$ cat config.mk
export PLATFORM = sky130hd
export DESIGN_NAME = fsk_rx_controller_flat
export DESIGN_NICKNAME = d
export VERILOG_FILES = /design/src/rtl/fsk_rx_controller_if.sv /design/src/rtl/fsk_rx_controller.sv /design/src/flat_wrapper.sv
export SDC_FILE = /design/constraint.sdc
export NUM_CORES = 1
export LEC_CHECK = 0
export ABC_AREA = 0
export CORE_MARGIN = 3
export CORE_UTILIZATION = 40
export CTS_CLUSTER_DIAMETER = 50
export DETAILED_ROUTE_END_ITERATION = 10
export PLACE_DENSITY = 0.59
export SETUP_SLACK_MARGIN = 0.15
export SLEW_MARGIN = 10
export SYNTH_ARGS = -nofsm -noshare
export SYNTH_HDL_FRONTEND = slang
export SYNTH_SLANG_ARGS = --single-unit
$ cat constraint.sdc
create_clock -name clk -period 5.8 [get_ports clk]
set_input_delay 1.16 -clock clk [delete_from_list [all_inputs] [get_ports clk]]
set_output_delay 1.16 -clock clk [all_outputs]
set_load 0.01 [all_outputs]
$ cat src/rtl/fsk_rx_controller_if.sv
// Signal bundle between the FSK receive controller, its demodulator and the byte consumer.
// The slave modport is the controller's view; master is the environment driving it.
interface fsk_rx_controller_if;
    logic       start_i;
    logic       abort_i;
    logic       demod_rst_o;
    logic       demod_bit_i;
    logic [7:0] data_o;
    logic       data_valid_o;
    logic       data_ready_i;
    logic       busy_o;
    logic       frame_done_o;
    logic       timeout_o;
    logic       overrun_o;

    modport slave (
        input  start_i, abort_i, demod_bit_i, data_ready_i,
        output demod_rst_o, data_o, data_valid_o, busy_o, frame_done_o, timeout_o, overrun_o
    );

    modport master (
        output start_i, abort_i, demod_bit_i, data_ready_i,
        input  demod_rst_o, data_o, data_valid_o, busy_o, frame_done_o, timeout_o, overrun_o
    );
endinterface

$ cat src/rtl/fsk_rx_controller.sv
// Receive-frame sequencer for the FSK demodulator: clear/align, slot timing recovery,
// sync-word hunt, MSB-first payload assembly and valid/ready byte delivery.
module fsk_rx_controller #(
    parameter int unsigned       SLOT_CLKS     = 16,
    parameter int unsigned       SYNC_W        = 8,
    parameter logic [SYNC_W-1:0] SYNC_WORD     = 8'hA5,
    parameter int unsigned       PAYLOAD_BYTES = 4,
    parameter int unsigned       HUNT_TIMEOUT  = 64
) (
    input  logic               clk,
    input  logic               rst_n,
    fsk_rx_controller_if.slave bus
);
    localparam int unsigned SCW = (SLOT_CLKS > 1) ? $clog2(SLOT_CLKS) : 1;

    localparam logic [1:0] ST_IDLE    = 2'd0;
    localparam logic [1:0] ST_ALIGN   = 2'd1;
    localparam logic [1:0] ST_HUNT    = 2'd2;
    localparam logic [1:0] ST_PAYLOAD = 2'd3;

    logic [1:0]        state_q, state_d;
    logic [SCW-1:0]    slot_cnt_q, slot_cnt_d;
    logic              first_q, first_d;
    logic [SYNC_W-1:0] sync_q, sync_d;
    logic [9:0]        hunt_cnt_q, hunt_cnt_d;
    logic [2:0]        bit_cnt_q, bit_cnt_d;
    logic [7:0]        byte_cnt_q, byte_cnt_d;
    logic [7:0]        byte_q, byte_d;
    logic [7:0]        data_q, data_d;
    logic              data_valid_q, data_valid_d;
    logic              demod_rst_q, demod_rst_d;
    logic              busy_q, busy_d;
    logic              frame_done_q, frame_done_d;
    logic              timeout_q, timeout_d;
    logic              overrun_q, overrun_d;

    logic              slot_done_s;
    logic [SYNC_W-1:0] sync_next_s;
    logic [7:0]        byte_next_s;

    // Slot boundary detection and the shifted-in candidates for sync and payload.
    always_comb begin
        slot_done_s = ((state_q == ST_HUNT) || (state_q == ST_PAYLOAD)) &&
                      (slot_cnt_q == '0) && !first_q;
        sync_next_s = {sync_q[SYNC_W-2:0], bus.demod_bit_i};
        byte_next_s = {byte_q[6:0], bus.demod_bit_i};
    end

    // Next-state logic for the frame sequencer and its outputs.
    always_comb begin
        state_d      = state_q;
        first_d      = 1'b0;
        sync_d       = sync_q;
        hunt_cnt_d   = hunt_cnt_q;
        bit_cnt_d    = bit_cnt_q;
        byte_cnt_d   = byte_cnt_q;
        byte_d       = byte_q;
        data_d       = data_q;
        overrun_d    = overrun_q;
        frame_done_d = 1'b0;
        timeout_d    = 1'b0;

        if (state_q == ST_ALIGN) begin
            slot_cnt_d = '0;
        end else if (slot_cnt_q == SCW'(SLOT_CLKS - 1)) begin
            slot_cnt_d = '0;
        end else begin
            slot_cnt_d = slot_cnt_q + {{(SCW-1){1'b0}}, 1'b1};
        end

        // Acceptance retires the held byte; a newly completed byte below overrides this.
        if (data_valid_q && bus.data_ready_i) begin
            data_valid_d = 1'b0;
        end else begin
            data_valid_d = data_valid_q;
        end

        if (bus.abort_i) begin
            state_d = ST_IDLE;
        end else begin
            case (state_q)
                ST_IDLE: begin
                    if (bus.start_i) begin
                        state_d    = ST_ALIGN;
                        overrun_d  = 1'b0;
                        sync_d     = '0;
                        byte_d     = 8'h00;
                        hunt_cnt_d = 10'd0;
                        bit_cnt_d  = 3'd0;
                        byte_cnt_d = 8'd0;
                    end else begin
                        state_d = ST_IDLE;
                    end
                end
                ST_ALIGN: begin
                    first_d = 1'b1;
                    state_d = ST_HUNT;
                end
                ST_HUNT: begin
                    if (slot_done_s) begin
                        sync_d     = sync_next_s;
                        hunt_cnt_d = hunt_cnt_q + 10'd1;
                        // A match on the last permitted slot takes priority over expiry.
                        if (sync_next_s == SYNC_WORD) begin
                            state_d    = ST_PAYLOAD;
                            bit_cnt_d  = 3'd0;
                            byte_cnt_d = 8'd0;
                        end else if (hunt_cnt_q + 10'd1 == 10'(HUNT_TIMEOUT)) begin
                            timeout_d = 1'b1;
                            state_d   = ST_IDLE;
                        end else begin
                            state_d = ST_HUNT;
                        end
                    end else begin
                        state_d = ST_HUNT;
                    end
                end
                ST_PAYLOAD: begin
                    if (slot_done_s) begin
                        byte_d    = byte_next_s;
                        bit_cnt_d = bit_cnt_q + 3'd1;
                        if (bit_cnt_q == 3'd7) begin
                            if (!data_valid_q || bus.data_ready_i) begin
                                data_d       = byte_next_s;
                                data_valid_d = 1'b1;
                            end else begin
                                overrun_d = 1'b1;
                            end
                            byte_cnt_d = byte_cnt_q + 8'd1;
                            if (byte_cnt_q == 8'(PAYLOAD_BYTES - 1)) begin
                                frame_done_d = 1'b1;
                                state_d      = ST_IDLE;
                            end else begin
                                state_d = ST_PAYLOAD;
                            end
                        end else begin
                            state_d = ST_PAYLOAD;
                        end
                    end else begin
                        state_d = ST_PAYLOAD;
                    end
                end
                default: begin
                    state_d = ST_IDLE;
                end
            endcase
        end

        busy_d      = (state_d != ST_IDLE);
        demod_rst_d = (state_d == ST_IDLE) || (state_d == ST_ALIGN);
    end

    // State and registered outputs, cleared asynchronously to their idle values.
    always_ff @(posedge clk or negedge rst_n) begin
        if (!rst_n) begin
            state_q      <= ST_IDLE;
            slot_cnt_q   <= '0;
            first_q      <= 1'b0;
            sync_q       <= '0;
            hunt_cnt_q   <= 10'd0;
            bit_cnt_q    <= 3'd0;
            byte_cnt_q   <= 8'd0;
            byte_q       <= 8'h00;
            data_q       <= 8'h00;
            data_valid_q <= 1'b0;
            demod_rst_q  <= 1'b1;
            busy_q       <= 1'b0;
            frame_done_q <= 1'b0;
            timeout_q    <= 1'b0;
            overrun_q    <= 1'b0;
        end else begin
            state_q      <= state_d;
            slot_cnt_q   <= slot_cnt_d;
            first_q      <= first_d;
            sync_q       <= sync_d;
            hunt_cnt_q   <= hunt_cnt_d;
            bit_cnt_q    <= bit_cnt_d;
            byte_cnt_q   <= byte_cnt_d;
            byte_q       <= byte_d;
            data_q       <= data_d;
            data_valid_q <= data_valid_d;
            demod_rst_q  <= demod_rst_d;
            busy_q       <= busy_d;
            frame_done_q <= frame_done_d;
            timeout_q    <= timeout_d;
            overrun_q    <= overrun_d;
        end
    end

    assign bus.demod_rst_o  = demod_rst_q;
    assign bus.data_o       = data_q;
    assign bus.data_valid_o = data_valid_q;
    assign bus.busy_o       = busy_q;
    assign bus.frame_done_o = frame_done_q;
    assign bus.timeout_o    = timeout_q;
    assign bus.overrun_o    = overrun_q;
endmodule

$ cat src/flat_wrapper.sv
// flat-port wrapper written by rule: the top's interface ports become plain ports
module fsk_rx_controller_flat 
#(
    parameter int unsigned       SLOT_CLKS     = 16,
    parameter int unsigned       SYNC_W        = 8,
    parameter logic [SYNC_W-1:0] SYNC_WORD     = 8'hA5,
    parameter int unsigned       PAYLOAD_BYTES = 4,
    parameter int unsigned       HUNT_TIMEOUT  = 64
)
  (clk, rst_n, bus_start_i, bus_abort_i, bus_demod_bit_i, bus_data_ready_i, bus_demod_rst_o, bus_data_o, bus_data_valid_o, bus_busy_o, bus_frame_done_o, bus_timeout_o, bus_overrun_o);
  fsk_rx_controller_if bus_i ();
  input  logic clk;
  input  logic rst_n;
  input wire logic [$bits(bus_i.start_i)-1:0] bus_start_i;
  input wire logic [$bits(bus_i.abort_i)-1:0] bus_abort_i;
  input wire logic [$bits(bus_i.demod_bit_i)-1:0] bus_demod_bit_i;
  input wire logic [$bits(bus_i.data_ready_i)-1:0] bus_data_ready_i;
  output wire logic [$bits(bus_i.demod_rst_o)-1:0] bus_demod_rst_o;
  output wire logic [$bits(bus_i.data_o)-1:0] bus_data_o;
  output wire logic [$bits(bus_i.data_valid_o)-1:0] bus_data_valid_o;
  output wire logic [$bits(bus_i.busy_o)-1:0] bus_busy_o;
  output wire logic [$bits(bus_i.frame_done_o)-1:0] bus_frame_done_o;
  output wire logic [$bits(bus_i.timeout_o)-1:0] bus_timeout_o;
  output wire logic [$bits(bus_i.overrun_o)-1:0] bus_overrun_o;
  assign bus_i.start_i = bus_start_i;
  assign bus_i.abort_i = bus_abort_i;
  assign bus_i.demod_bit_i = bus_demod_bit_i;
  assign bus_i.data_ready_i = bus_data_ready_i;
  assign bus_demod_rst_o = bus_i.demod_rst_o;
  assign bus_data_o = bus_i.data_o;
  assign bus_data_valid_o = bus_i.data_valid_o;
  assign bus_busy_o = bus_i.busy_o;
  assign bus_frame_done_o = bus_i.frame_done_o;
  assign bus_timeout_o = bus_i.timeout_o;
  assign bus_overrun_o = bus_i.overrun_o;
  fsk_rx_controller #(.SLOT_CLKS(SLOT_CLKS), .SYNC_W(SYNC_W), .SYNC_WORD(SYNC_WORD), .PAYLOAD_BYTES(PAYLOAD_BYTES), .HUNT_TIMEOUT(HUNT_TIMEOUT)) u_core (.clk(clk), .rst_n(rst_n), .bus(bus_i));
endmodule
==> reports/results.ini <==
[worst_setup_path]
start_kind = input pin
crit_family = simple AND/OR/NAND/NOR gates
r2r.worst_path.cells = 7
cp.arrival_ns = 3.40
slowest_delay_ns = 0.68
cpMaxStageDelayCell = nor3_4
worst_ep_required_time_ns = 6.00
path_class = in2reg
ff2ff_setup_slack_ns = 2.89
crit_fanout = 17
end_kind = register
r2r-start = u_core.slot_cnt_q[0]
crit_chain = clkdlybuf4s50_1 > nor3_4 > and3_1 > mux2_1
path_buf_inv = 1
r2r-end = u_core.bus.data_o[1]

[timing]
final-hold-violation-count = 0
fin_hold_ws_ns = 0.480
fmax_mhz = 313
maxSlewHeadroom = 0.524
setup_tns_ns = 0
tightest_slew_ns = 0.714
maxSlewViolCount = 0
finalSetupViolCount = 0
period_share = 0.551
fin_skew_ns = 0.00700
min_period_ns = 3.20
layout_setup_ws_ns = 2.60
rsz0062_at_grt = false

[synth]
yosysSeqAreaShare = 0.519
synth_ff_type = dfrtp_1
syn_area_mm2 = 0.00270
syn_area_per_cell_um2 = 10.1
yosys_warnings = 0
synth_top_area_share = 0.509
synth.distinct_cells = 47
synthTopCellsByArea = dfrtp_1, o21ai_0, nand2_1, mux2_1, ha_1
synth_common_cells = dfrtp_1, nand2_1, o21ai_0
async_flop_share = 1.00
synth_enable_flop_cells = 0
ys_ff_latch = 56
synth_most_common_cell = dfrtp_1
syn_nets = 280
yosysTopAreaCell = dfrtp_1
synthCells = 267

[placed_design]
portBuffers = 19
dp_hpwl_um = 3530
gp_congestion = 0.756
place_area_mm2 = 0.00294
placedCellCount = 352
pre_cts_ws_ns = 2.27

[power]
p_leak_nw = 1.34
irDropWorstVdd_mv = 0.110
powerDensity_mw_per_mm2 = 244
total_power_mw = 0.742

[final_layout]
diodes = 0
fin_area_mm2 = 0.00304
seqCellArea_mm2 = 0.00140
final_util = 0.470
n_fill_cell = 627
multi_input_area_mm2 = 0.00121
area_growth_pct = 12.4
nets = 295
stdcell_count = 360
drive_gt1_frac = 0.0601

[cts]
numClockSinks = 56
clk_transition_reported_paths_ns = 0.11
clkLatencyLatePin_ns = 0.31
cts-root-buf = clkbuf_8
cts_tree = yes
clockBufferDepth = 2
cts-htree-levels = 2
cts_setup_buffers = 0
cts_made_buffers = 5
cts_hold_buf = 0
cts_resized = 0

[global_route]
overflow = 0
antenna_found_initial = 0
grt_max_degree = 57
grt_pass1_wl_um = 9130
grt_pass1_vias = 1899
grt.total_usage = 0.149

[floorplanning]
initial_utilization = 0.418
die_area_mm2 = 0.00778
die-height_um = 88.2
fp-row-count = 29
ios = 20
core_mm2 = 0.00646
die_x_um = 88.2

[status]
outcome = finished, final reports clean

[hold_path]
min_from = u_core.bit_cnt_q[0]
hp-class = reg2reg
worstHoldEndpoint = u_core.bit_cnt_q[0]
worstHoldPathCells = 1

[routing]
num_vias = 1996
wire_per_inst_um = 14.6
initialDrtViolationCount = 105
ant_nets = 0
route.detailed.drc = 0
wl_um = 5270
firstDrtPassIters = 4
vias_per_cell = 5.54

[flow_run]
maxCapViolations = 0

## cell usage in the layout (no fill, tap or decap), drive strengths merged, types with 3 or more instances in the layout
cell	netlist	final
a31o	3	3
ha	7	7
a31oi	5	5
buf	5	3
inv	10	11
nand4	3	3
mux2	9	9
nor4	4	4
nand2	32	32
o21a	4	4
or4	5	5
nor2	12	12
xnor2	3	3
nor2b	7	7
and2	3	3
nand3	9	9
o31ai	3	3
nand2b	5	5
a21oi	12	12
o21ai	27	27
clkbuf	8	5
a22o	7	7
and3	4	4
clkdlybuf4s50	0	18
dfrtp	55	55
## worst max-delay path by stage
| stage | endpoint | depth (start not counted) | startpoint |
|---|---|---|---|
| after global placement | u_core.bus.data_o[6] | 4 | bus_abort_i |
| after CTS | u_core.bus.data_o[1] | 4 | bus_abort_i |
| final | u_core.bus.data_o[1] | 4 | bus_abort_i |
| after floorplan | u_core.bit_cnt_q[2] | 6 | bus_demod_bit_i |
| after detailed placement | u_core.bus.data_o[7] | 4 | bus_abort_i |
| after global routing | u_core.bit_cnt_q[2] | 6 | bus_demod_bit_i |
## state kept, by name (all words and copies together) (netlist names), 2 cells and up
| signal | flops |
|---|---|
| u_core.hunt_cnt_q | 10 |
| u_core.bus.data_o | 8 |
| u_core.byte_cnt_q | 8 |
| u_core.byte_q | 7 |
| u_core.sync_q | 7 |
| u_core.slot_cnt_q | 4 |
| u_core.bit_cnt_q | 3 |
| u_core.state_q | 2 |
## logic make-up (layout without fill, tap and decap cells)
family	Yosys count	in the layout	synth area share
AND/OR/NAND/NOR	90	90	0.175
multiplexers	9	9	0.0375
AO/OA/AOI/OAI	77	77	0.186
adder cells (fa/ha/maj)	7	7	0.0324
flip-flops	56	56	0.519
buffers and inverters	23	39	0.0347
XOR/XNOR	5	5	0.0162
## report_power, final
part	switching, mW	internal (mW)
registers	0.0229	0.410
clock network	0.133	0.0881
logic	0.0512	0.0361
## final cells by class
class	count	share of cell area
sequential	56	0.462
multi-input combinational	188	0.397
timing repair buffer	21	0.0659
tap	77	0.0317
clock buffer	5	0.0227
inverter	10	0.0124
clock inverter	3	0.00865
## layer usage
layer  share of wire  up-vias  global-route usage
met5               0        -                   0
met4          0.0055        0              0.0385
met3           0.044        2              0.0348
met2            0.43       37               0.216
met1            0.52      957               0.224
li1                -     1000                   -
Power figures use the tool's default switching activity.
